[src/rtl/vga_vram_arbiter_if.sv]
// Request/grant/response bundle between the VRAM arbiter, its two requesters
// (VGA fetcher and CPU data bus) and the single-port video RAM.
interface vga_vram_arbiter_if #(
  parameter int ADDR_W = 12,
  parameter int DATA_W = 16
);
  // video fetcher port
  logic                  vid_blank_i;
  logic                  vid_req_i;
  logic [ADDR_W-1:0]     vid_addr_i;
  logic                  vid_gnt_o;
  logic                  vid_rvalid_o;
  logic [DATA_W-1:0]     vid_rdata_o;
  // CPU port
  logic                  cpu_req_i;
  logic                  cpu_we_i;
  logic [DATA_W/8-1:0]   cpu_be_i;
  logic [ADDR_W-1:0]     cpu_addr_i;
  logic [DATA_W-1:0]     cpu_wdata_i;
  logic                  cpu_gnt_o;
  logic                  cpu_rvalid_o;
  logic [DATA_W-1:0]     cpu_rdata_o;
  // RAM port
  logic                  mem_en_o;
  logic [DATA_W/8-1:0]   mem_we_o;
  logic [ADDR_W-1:0]     mem_addr_o;
  logic [DATA_W-1:0]     mem_wdata_o;
  logic [DATA_W-1:0]     mem_rdata_i;
  // stall statistics
  logic                  stall_clr_i;
  logic [15:0]           vid_stall_cnt_o;

  // arbiter side
  modport slave (
    input  vid_blank_i, vid_req_i, vid_addr_i,
    output vid_gnt_o, vid_rvalid_o, vid_rdata_o,
    input  cpu_req_i, cpu_we_i, cpu_be_i, cpu_addr_i, cpu_wdata_i,
    output cpu_gnt_o, cpu_rvalid_o, cpu_rdata_o,
    output mem_en_o, mem_we_o, mem_addr_o, mem_wdata_o,
    input  mem_rdata_i,
    input  stall_clr_i,
    output vid_stall_cnt_o
  );

  // requester / environment side
  modport master (
    output vid_blank_i, vid_req_i, vid_addr_i,
    input  vid_gnt_o, vid_rvalid_o, vid_rdata_o,
    output cpu_req_i, cpu_we_i, cpu_be_i, cpu_addr_i, cpu_wdata_i,
    input  cpu_gnt_o, cpu_rvalid_o, cpu_rdata_o,
    input  mem_en_o, mem_we_o, mem_addr_o, mem_wdata_o,
    output mem_rdata_i,
    output stall_clr_i,
    input  vid_stall_cnt_o
  );
endinterface

[src/rtl/vga_vram_arbiter.sv]
// Shares one single-port synchronous VRAM between the VGA fetcher and the
// CPU. Video wins during active display, CPU wins during blanking, and a
// starvation counter forces a single CPU slot when it has waited too long.
module vga_vram_arbiter #(
  parameter int ADDR_W       = 12,
  parameter int DATA_W       = 16,
  parameter int STARVE_LIMIT = 8
) (
  input logic                clk,
  input logic                rst_n,
  vga_vram_arbiter_if.slave  bus
);

  typedef enum logic [1:0] {VID_PRIO, CPU_PRIO, CPU_FORCE} state_t;

  localparam logic [7:0] LIMIT = 8'(STARVE_LIMIT);

  state_t              state_q, state_d;
  logic                rdy_q;
  logic [7:0]          starve_q, starve_d;
  logic                vid_gnt, cpu_gnt;
  logic                own_vid_p1, own_cpu_p1, own_cpu_we_p1;
  logic [15:0]         stall_q;
  logic                mem_en;
  logic [DATA_W/8-1:0] mem_we;
  logic [ADDR_W-1:0]   mem_addr;
  logic [DATA_W-1:0]   mem_wdata;

  function automatic logic [15:0] sat_inc16(input logic [15:0] v);
    return (v == 16'hFFFF) ? v : v + 16'd1;
  endfunction

  // Arbitration state, grant-enable flop and CPU starvation counter
  always_ff @(posedge clk or negedge rst_n) begin
    if (!rst_n) begin
      state_q  <= VID_PRIO;
      rdy_q    <= 1'b0;
      starve_q <= '0;
    end else begin
      state_q  <= state_d;
      rdy_q    <= 1'b1;
      starve_q <= starve_d;
    end
  end

  // Grant selection and next state; the counter is checked on its next value
  // so the forced slot lands on request cycle STARVE_LIMIT+1
  always_comb begin
    vid_gnt  = 1'b0;
    cpu_gnt  = 1'b0;
    starve_d = '0;
    state_d  = VID_PRIO;
    if (rdy_q) begin
      case (state_q)
        VID_PRIO: begin
          vid_gnt = bus.vid_req_i;
          cpu_gnt = bus.cpu_req_i & ~bus.vid_req_i;
        end
        CPU_PRIO: begin
          cpu_gnt = bus.cpu_req_i;
          vid_gnt = bus.vid_req_i & ~bus.cpu_req_i;
        end
        default: cpu_gnt = bus.cpu_req_i;
      endcase
    end
    if (bus.cpu_req_i && !cpu_gnt) starve_d = starve_q + 8'd1;
    if (starve_d == LIMIT)         state_d = CPU_FORCE;
    else if (bus.vid_blank_i)      state_d = CPU_PRIO;
    else                           state_d = VID_PRIO;
  end

  // RAM command from the single winner; everything zero when idle
  always_comb begin
    mem_en    = 1'b0;
    mem_we    = '0;
    mem_addr  = '0;
    mem_wdata = '0;
    if (vid_gnt) begin
      mem_en   = 1'b1;
      mem_addr = bus.vid_addr_i;
    end else if (cpu_gnt) begin
      mem_en   = 1'b1;
      mem_addr = bus.cpu_addr_i;
      if (bus.cpu_we_i) begin
        mem_we    = bus.cpu_be_i;
        mem_wdata = bus.cpu_wdata_i;
      end
    end
  end

  // Owner of the access in flight, steering the next-cycle response
  always_ff @(posedge clk or negedge rst_n) begin
    if (!rst_n) begin
      own_vid_p1    <= 1'b0;
      own_cpu_p1    <= 1'b0;
      own_cpu_we_p1 <= 1'b0;
    end else begin
      own_vid_p1    <= vid_gnt;
      own_cpu_p1    <= cpu_gnt;
      own_cpu_we_p1 <= cpu_gnt & bus.cpu_we_i;
    end
  end

  // Saturating count of denied video cycles; clear beats increment
  always_ff @(posedge clk or negedge rst_n) begin
    if (!rst_n)                          stall_q <= '0;
    else if (bus.stall_clr_i)            stall_q <= '0;
    else if (bus.vid_req_i && !vid_gnt)  stall_q <= sat_inc16(stall_q);
  end

  assign bus.vid_gnt_o       = vid_gnt;
  assign bus.cpu_gnt_o       = cpu_gnt;
  assign bus.mem_en_o        = mem_en;
  assign bus.mem_we_o        = mem_we;
  assign bus.mem_addr_o      = mem_addr;
  assign bus.mem_wdata_o     = mem_wdata;
  assign bus.vid_rvalid_o    = own_vid_p1;
  assign bus.vid_rdata_o     = own_vid_p1 ? bus.mem_rdata_i : '0;
  assign bus.cpu_rvalid_o    = own_cpu_p1;
  assign bus.cpu_rdata_o     = (own_cpu_p1 && !own_cpu_we_p1) ? bus.mem_rdata_i : '0;
  assign bus.vid_stall_cnt_o = stall_q;

endmodule
[src/flat_wrapper.sv]
// flat-port wrapper written by rule: the top's interface ports become plain ports
module vga_vram_arbiter_flat 
#(
  parameter int ADDR_W       = 12,
  parameter int DATA_W       = 16,
  parameter int STARVE_LIMIT = 8
)
  (clk, rst_n, bus_vid_blank_i, bus_vid_req_i, bus_vid_addr_i, bus_vid_gnt_o, bus_vid_rvalid_o, bus_vid_rdata_o, bus_cpu_req_i, bus_cpu_we_i, bus_cpu_be_i, bus_cpu_addr_i, bus_cpu_wdata_i, bus_cpu_gnt_o, bus_cpu_rvalid_o, bus_cpu_rdata_o, bus_mem_en_o, bus_mem_we_o, bus_mem_addr_o, bus_mem_wdata_o, bus_mem_rdata_i, bus_stall_clr_i, bus_vid_stall_cnt_o);
  vga_vram_arbiter_if #(.ADDR_W(ADDR_W), .DATA_W(DATA_W)) bus_i ();
  input logic clk;
  input logic rst_n;
  input wire logic [$bits(bus_i.vid_blank_i)-1:0] bus_vid_blank_i;
  input wire logic [$bits(bus_i.vid_req_i)-1:0] bus_vid_req_i;
  input wire logic [$bits(bus_i.vid_addr_i)-1:0] bus_vid_addr_i;
  output wire logic [$bits(bus_i.vid_gnt_o)-1:0] bus_vid_gnt_o;
  output wire logic [$bits(bus_i.vid_rvalid_o)-1:0] bus_vid_rvalid_o;
  output wire logic [$bits(bus_i.vid_rdata_o)-1:0] bus_vid_rdata_o;
  input wire logic [$bits(bus_i.cpu_req_i)-1:0] bus_cpu_req_i;
  input wire logic [$bits(bus_i.cpu_we_i)-1:0] bus_cpu_we_i;
  input wire logic [$bits(bus_i.cpu_be_i)-1:0] bus_cpu_be_i;
  input wire logic [$bits(bus_i.cpu_addr_i)-1:0] bus_cpu_addr_i;
  input wire logic [$bits(bus_i.cpu_wdata_i)-1:0] bus_cpu_wdata_i;
  output wire logic [$bits(bus_i.cpu_gnt_o)-1:0] bus_cpu_gnt_o;
  output wire logic [$bits(bus_i.cpu_rvalid_o)-1:0] bus_cpu_rvalid_o;
  output wire logic [$bits(bus_i.cpu_rdata_o)-1:0] bus_cpu_rdata_o;
  output wire logic [$bits(bus_i.mem_en_o)-1:0] bus_mem_en_o;
  output wire logic [$bits(bus_i.mem_we_o)-1:0] bus_mem_we_o;
  output wire logic [$bits(bus_i.mem_addr_o)-1:0] bus_mem_addr_o;
  output wire logic [$bits(bus_i.mem_wdata_o)-1:0] bus_mem_wdata_o;
  input wire logic [$bits(bus_i.mem_rdata_i)-1:0] bus_mem_rdata_i;
  input wire logic [$bits(bus_i.stall_clr_i)-1:0] bus_stall_clr_i;
  output wire logic [$bits(bus_i.vid_stall_cnt_o)-1:0] bus_vid_stall_cnt_o;
  assign bus_i.vid_blank_i = bus_vid_blank_i;
  assign bus_i.vid_req_i = bus_vid_req_i;
  assign bus_i.vid_addr_i = bus_vid_addr_i;
  assign bus_vid_gnt_o = bus_i.vid_gnt_o;
  assign bus_vid_rvalid_o = bus_i.vid_rvalid_o;
  assign bus_vid_rdata_o = bus_i.vid_rdata_o;
  assign bus_i.cpu_req_i = bus_cpu_req_i;
  assign bus_i.cpu_we_i = bus_cpu_we_i;
  assign bus_i.cpu_be_i = bus_cpu_be_i;
  assign bus_i.cpu_addr_i = bus_cpu_addr_i;
  assign bus_i.cpu_wdata_i = bus_cpu_wdata_i;
  assign bus_cpu_gnt_o = bus_i.cpu_gnt_o;
  assign bus_cpu_rvalid_o = bus_i.cpu_rvalid_o;
  assign bus_cpu_rdata_o = bus_i.cpu_rdata_o;
  assign bus_mem_en_o = bus_i.mem_en_o;
  assign bus_mem_we_o = bus_i.mem_we_o;
  assign bus_mem_addr_o = bus_i.mem_addr_o;
  assign bus_mem_wdata_o = bus_i.mem_wdata_o;
  assign bus_i.mem_rdata_i = bus_mem_rdata_i;
  assign bus_i.stall_clr_i = bus_stall_clr_i;
  assign bus_vid_stall_cnt_o = bus_i.vid_stall_cnt_o;
  vga_vram_arbiter #(.ADDR_W(ADDR_W), .DATA_W(DATA_W), .STARVE_LIMIT(STARVE_LIMIT)) u_core (.clk(clk), .rst_n(rst_n), .bus(bus_i));
endmodule
[config.mk]
export PLATFORM = sky130hd
export DESIGN_NAME = vga_vram_arbiter_flat
export DESIGN_NICKNAME = d
export VERILOG_FILES = /design/src/rtl/vga_vram_arbiter_if.sv /design/src/rtl/vga_vram_arbiter.sv /design/src/flat_wrapper.sv
export SDC_FILE = /design/constraint.sdc
export NUM_CORES = 1
export LEC_CHECK = 0
export CAP_MARGIN = 20
export CORE_ASPECT_RATIO = 1.1
export CORE_MARGIN = 10
export CORE_UTILIZATION = 60
export DETAILED_ROUTE_END_ITERATION = 8
export DONT_BUFFER_PORTS = 1
export PLACE_DENSITY_LB_ADDON = 0.25
export SYNTH_ARGS = -nofsm -noshare
export SYNTH_HDL_FRONTEND = slang
export SYNTH_SLANG_ARGS = --single-unit
[constraint.sdc]
create_clock -name clk -period 5.08 [get_ports clk]
set_input_delay 0.254 -clock clk [delete_from_list [all_inputs] [get_ports clk]]
set_output_delay 0.254 -clock clk [all_outputs]
set_load 0.05 [all_outputs]
==> results.py <==
metrics = {
    "status": {
        "run_status": "complete, no violations",
    },
    "hold_path": {
        "hold_path_class": "in -> reg",
        "holdPathStages": 2,
    },
    "pwr": {
        "p_sw_mw": 0.1960,
        "p_total_mw": 0.5255,
        "powerDensity_nw_per_um2": 241.2,
        "clkPwrFrac": 0.286,
        "vdd_drop_max_mv": 0.1257,
        "seq_power_share": 0.483,
        "p_leak_nw": 0.9378,
        "switching_share": 0.3729,
        "intPower_mw": 0.3295,
        "p_comb_frac": 0.231,
    },
    "clock_network": {
        "worstSkewPairLatency_ns": 0.33,
        "cts_tree": "done",
        "htree_levels": 2,
        "post_cts_buffers": 0,
        "cts-root-buf": "clkbuf_4",
        "clock-sinks": 30,
        "cts-resized-gates": 0,
        "cts_hold_buf": 3,
        "clockBufferDepth": 2,
        "cts-buffers-inserted": 5,
        "clkTransAtPathRegs_ns": 0.09,
    },
    "yosys": {
        "synth_area_um2": 2054,
        "async_flop_share": 1.000,
        "seq_area_frac_synth": 0.3654,
        "yosys.area.top_type": "dfrtp_1",
        "yosys_warnings": 0,
        "ys_seq_elements": 30,
        "synth_cells": 231,
        "synth_area_leaders": "dfrtp_1, and2_1, and3_1, a22o_1, a21oi_1",
        "synth_top_area_frac": 0.3654,
        "avgSynthCellArea_um2": 8.894,
        "synth-edff-count": 0,
        "ys_types": 43,
        "synth_nets": 298,
        "ys.flop_type": "dfrtp_1",
    },
    "cells_and_area": {
        "layout_commonest_cell": "and2_1",
        "fin_cells": 279,
        "area_growth_syn_to_layout_pct": 6.029,
        "mostFrequentLayoutCells": "and2_1, dfrtp_1, and3_1, a21oi_1, a22o_1",
        "nets": 297,
        "diodes": 0,
        "nFillCells": 266,
        "layout-drive-gt1-share": 0.09091,
    },
    "floorplan": {
        "initial_core_util": 0.6168,
        "core_area_um2": 3331,
        "die_w_um": 75.79,
        "ios": 148,
        "rows": 22,
        "die_h_um": 81.37,
        "dieArea_um2": 6167,
    },
    "worst_setup_path": {
        "critPathArrivalTime_ns": 2.45,
        "crit_required_ns": 4.83,
        "rrSetupSlack_ns": 2.50,
        "crit_end": "bus_mem_addr_o[8]",
        "r2r-start": "u_core.bus.vid_stall_cnt_o[0]",
        "path_max_fanout": 14,
        "crit_path_top_delay_cell": "nor2_2",
        "cp-startpoint": "u_core.state_q[1]",
        "critical_path_class": "reg -> out",
        "timing.reg2reg.worst_path_depth": 5,
        "start_kind": "flip-flop",
        "path_cells": "nand2b_1 > nor2_2 > a22o_1",
        "critPathMaxStageDelay_ns": 0.81,
        "r2r_end": "u_core.bus.vid_stall_cnt_o[6]",
        "cp-end-kind": "output port",
    },
    "timing": {
        "min_period_ns": 2.708,
        "max_freq_mhz": 369.3,
        "min_period_over_period": 0.5330,
        "slew_headroom": 0.2535,
        "finalHoldViolations": 0,
        "finClkSkew_ns": 0.01119,
        "slew_viol_final": 0,
        "rsz0062_at_grt": "false",
        "worst_pin_slew_ns": 1.123,
        "fin_tns_setup_ns": 0,
        "finalSetupViolCount": 0,
    },
    "grt": {
        "use_met1": 0.2001,
        "first_global_vias": 1842,
        "grt_pass1_wl_um": 9321,
        "grt_max_degree": 34,
        "antenna_found_initial": 0,
        "met3_usage": 0.1073,
        "grt_usage": 0.1926,
        "grt-busiest-layer": "met2",
        "use_met2": 0.3189,
        "grt.overflow.total": 0,
    },
    "detailed_routing": {
        "ant_nets": 0,
        "dr.pass1.iters": 4,
        "first_iter_violations": 234,
        "viasPerCell": 6.638,
        "num_vias": 1852,
        "wire_per_inst_um": 23.07,
        "drcViolationCount": 0,
        "routed_wl_um": 6437,
    },
    "job": {
        "drv_cap": 0,
    },
    "placement": {
        "port_buffers": 0,
        "globalplace.congestion": 0.9049,
        "hpwl_um": 5123,
        "dp.cells": 268,
    },
}
-- synth_stat cells (all sizes together), types with 3 or more instances --
| master | instances |
|---|---|
| a21oi | 12 |
| a22o | 12 |
| and2 | 34 |
| and3 | 22 |
| and4 | 3 |
| buf | 4 |
| clkbuf | 8 |
| dfrtp | 30 |
| inv | 7 |
| nand2 | 8 |
| nand3 | 9 |
| nand4 | 4 |
| nor2 | 12 |
| nor2b | 3 |
| nor3 | 6 |
| nor3b | 3 |
| o21ai | 9 |
| o31ai | 7 |
| or3 | 5 |
| or4 | 5 |
| xnor2 | 4 |
| xor2 | 3 |
-- worst max-delay path: cells and delay by family (launching register included) --
family	cells	cell delay, ns
AO/OA/AOI/OAI	1	0.58
flip-flops	1	0.49
AND/OR/NAND/NOR	2	1.04
-- cell families after synthesis --
kind of cell | count (synthesis) | synth area share
AND/OR/NAND/NOR | 118 | 0.3465
AO/OA/AOI/OAI | 52 | 0.1955
flip-flops | 30 | 0.3654
buffers and inverters | 19 | 0.03776
XOR/XNOR | 7 | 0.02984
adder cells (fa/ha/maj) | 2 | 0.01218
multiplexers | 2 | 0.01096
other | 1 | 0.001825
-- registers in the layout, summed over array words and instances, names as in the netlist --
| register | flops |
|---|---|
| u_core.bus.vid_rvalid_o | 1 |
| u_core.own_cpu_we_p1 | 1 |
| u_core.bus.cpu_rvalid_o | 1 |
| u_core.rdy_q | 1 |
| u_core.bus.vid_stall_cnt_o | 16 |
| u_core.state_q | 2 |
| u_core.starve_q | 8 |
-- power by group through the flow --
stage | registers (mW) | clock network [mW] | logic, mW
floorplan | 0.257 | 0 | 0.108
global placement | 0.258 | 0 | 0.112
detailed placement | 0.259 | 0 | 0.113
CTS | 0.254 | 0.153 | 0.123
global route | 0.255 | 0.166 | 0.128
finish | 0.254 | 0.150 | 0.122
-- area by class of cell --
| type | instances | area [µm²] | share of cell area |
|---|---|---|---|
| Multi-Input combinational cell | 182 | 1234 | 0.5663 |
| Sequential cell | 30 | 750.7 | 0.3446 |
| Tap cell | 48 | 60.06 | 0.02757 |
| Clock buffer | 7 | 55.05 | 0.02527 |
| Timing Repair Buffer | 4 | 47.55 | 0.02183 |
| Inverter | 7 | 26.28 | 0.01206 |
| Clock inverter | 1 | 5.005 | 0.002298 |
-- how the worst min path moves through the flow --
stage	end	from
detailed placement	u_core.bus.vid_stall_cnt_o[11]	rst_n
floorplan	u_core.bus.cpu_rvalid_o	rst_n
global route	u_core.state_q[0]	bus_vid_blank_i
finish	u_core.state_q[0]	bus_vid_blank_i
CTS	u_core.state_q[0]	bus_vid_blank_i
global placement	u_core.bus.vid_stall_cnt_o[11]	rst_n
-- per-layer routing --
layer	vias to the layer above	wire, µm
li1	848	-
met1	877	2226
met2	112	3376
met3	15	734
met4	0	101
met5	-	0
-- through the flow --
stage	utilization	worst slack, ns	cell area (µm²)	hold WS (ns)
global placement	0.6240	2.705	2078	-0.04058
detailed placement	0.6240	2.536	2078	-0.04050
finish	0.6540	2.372	2178	0.03739
global route	0.6540	2.253	2178	0.01771
CTS	0.6540	2.345	2178	0.02682
floorplan	-	2.772	2054	-0.04159
No activity file was read; power rests on OpenSTA's default activity.
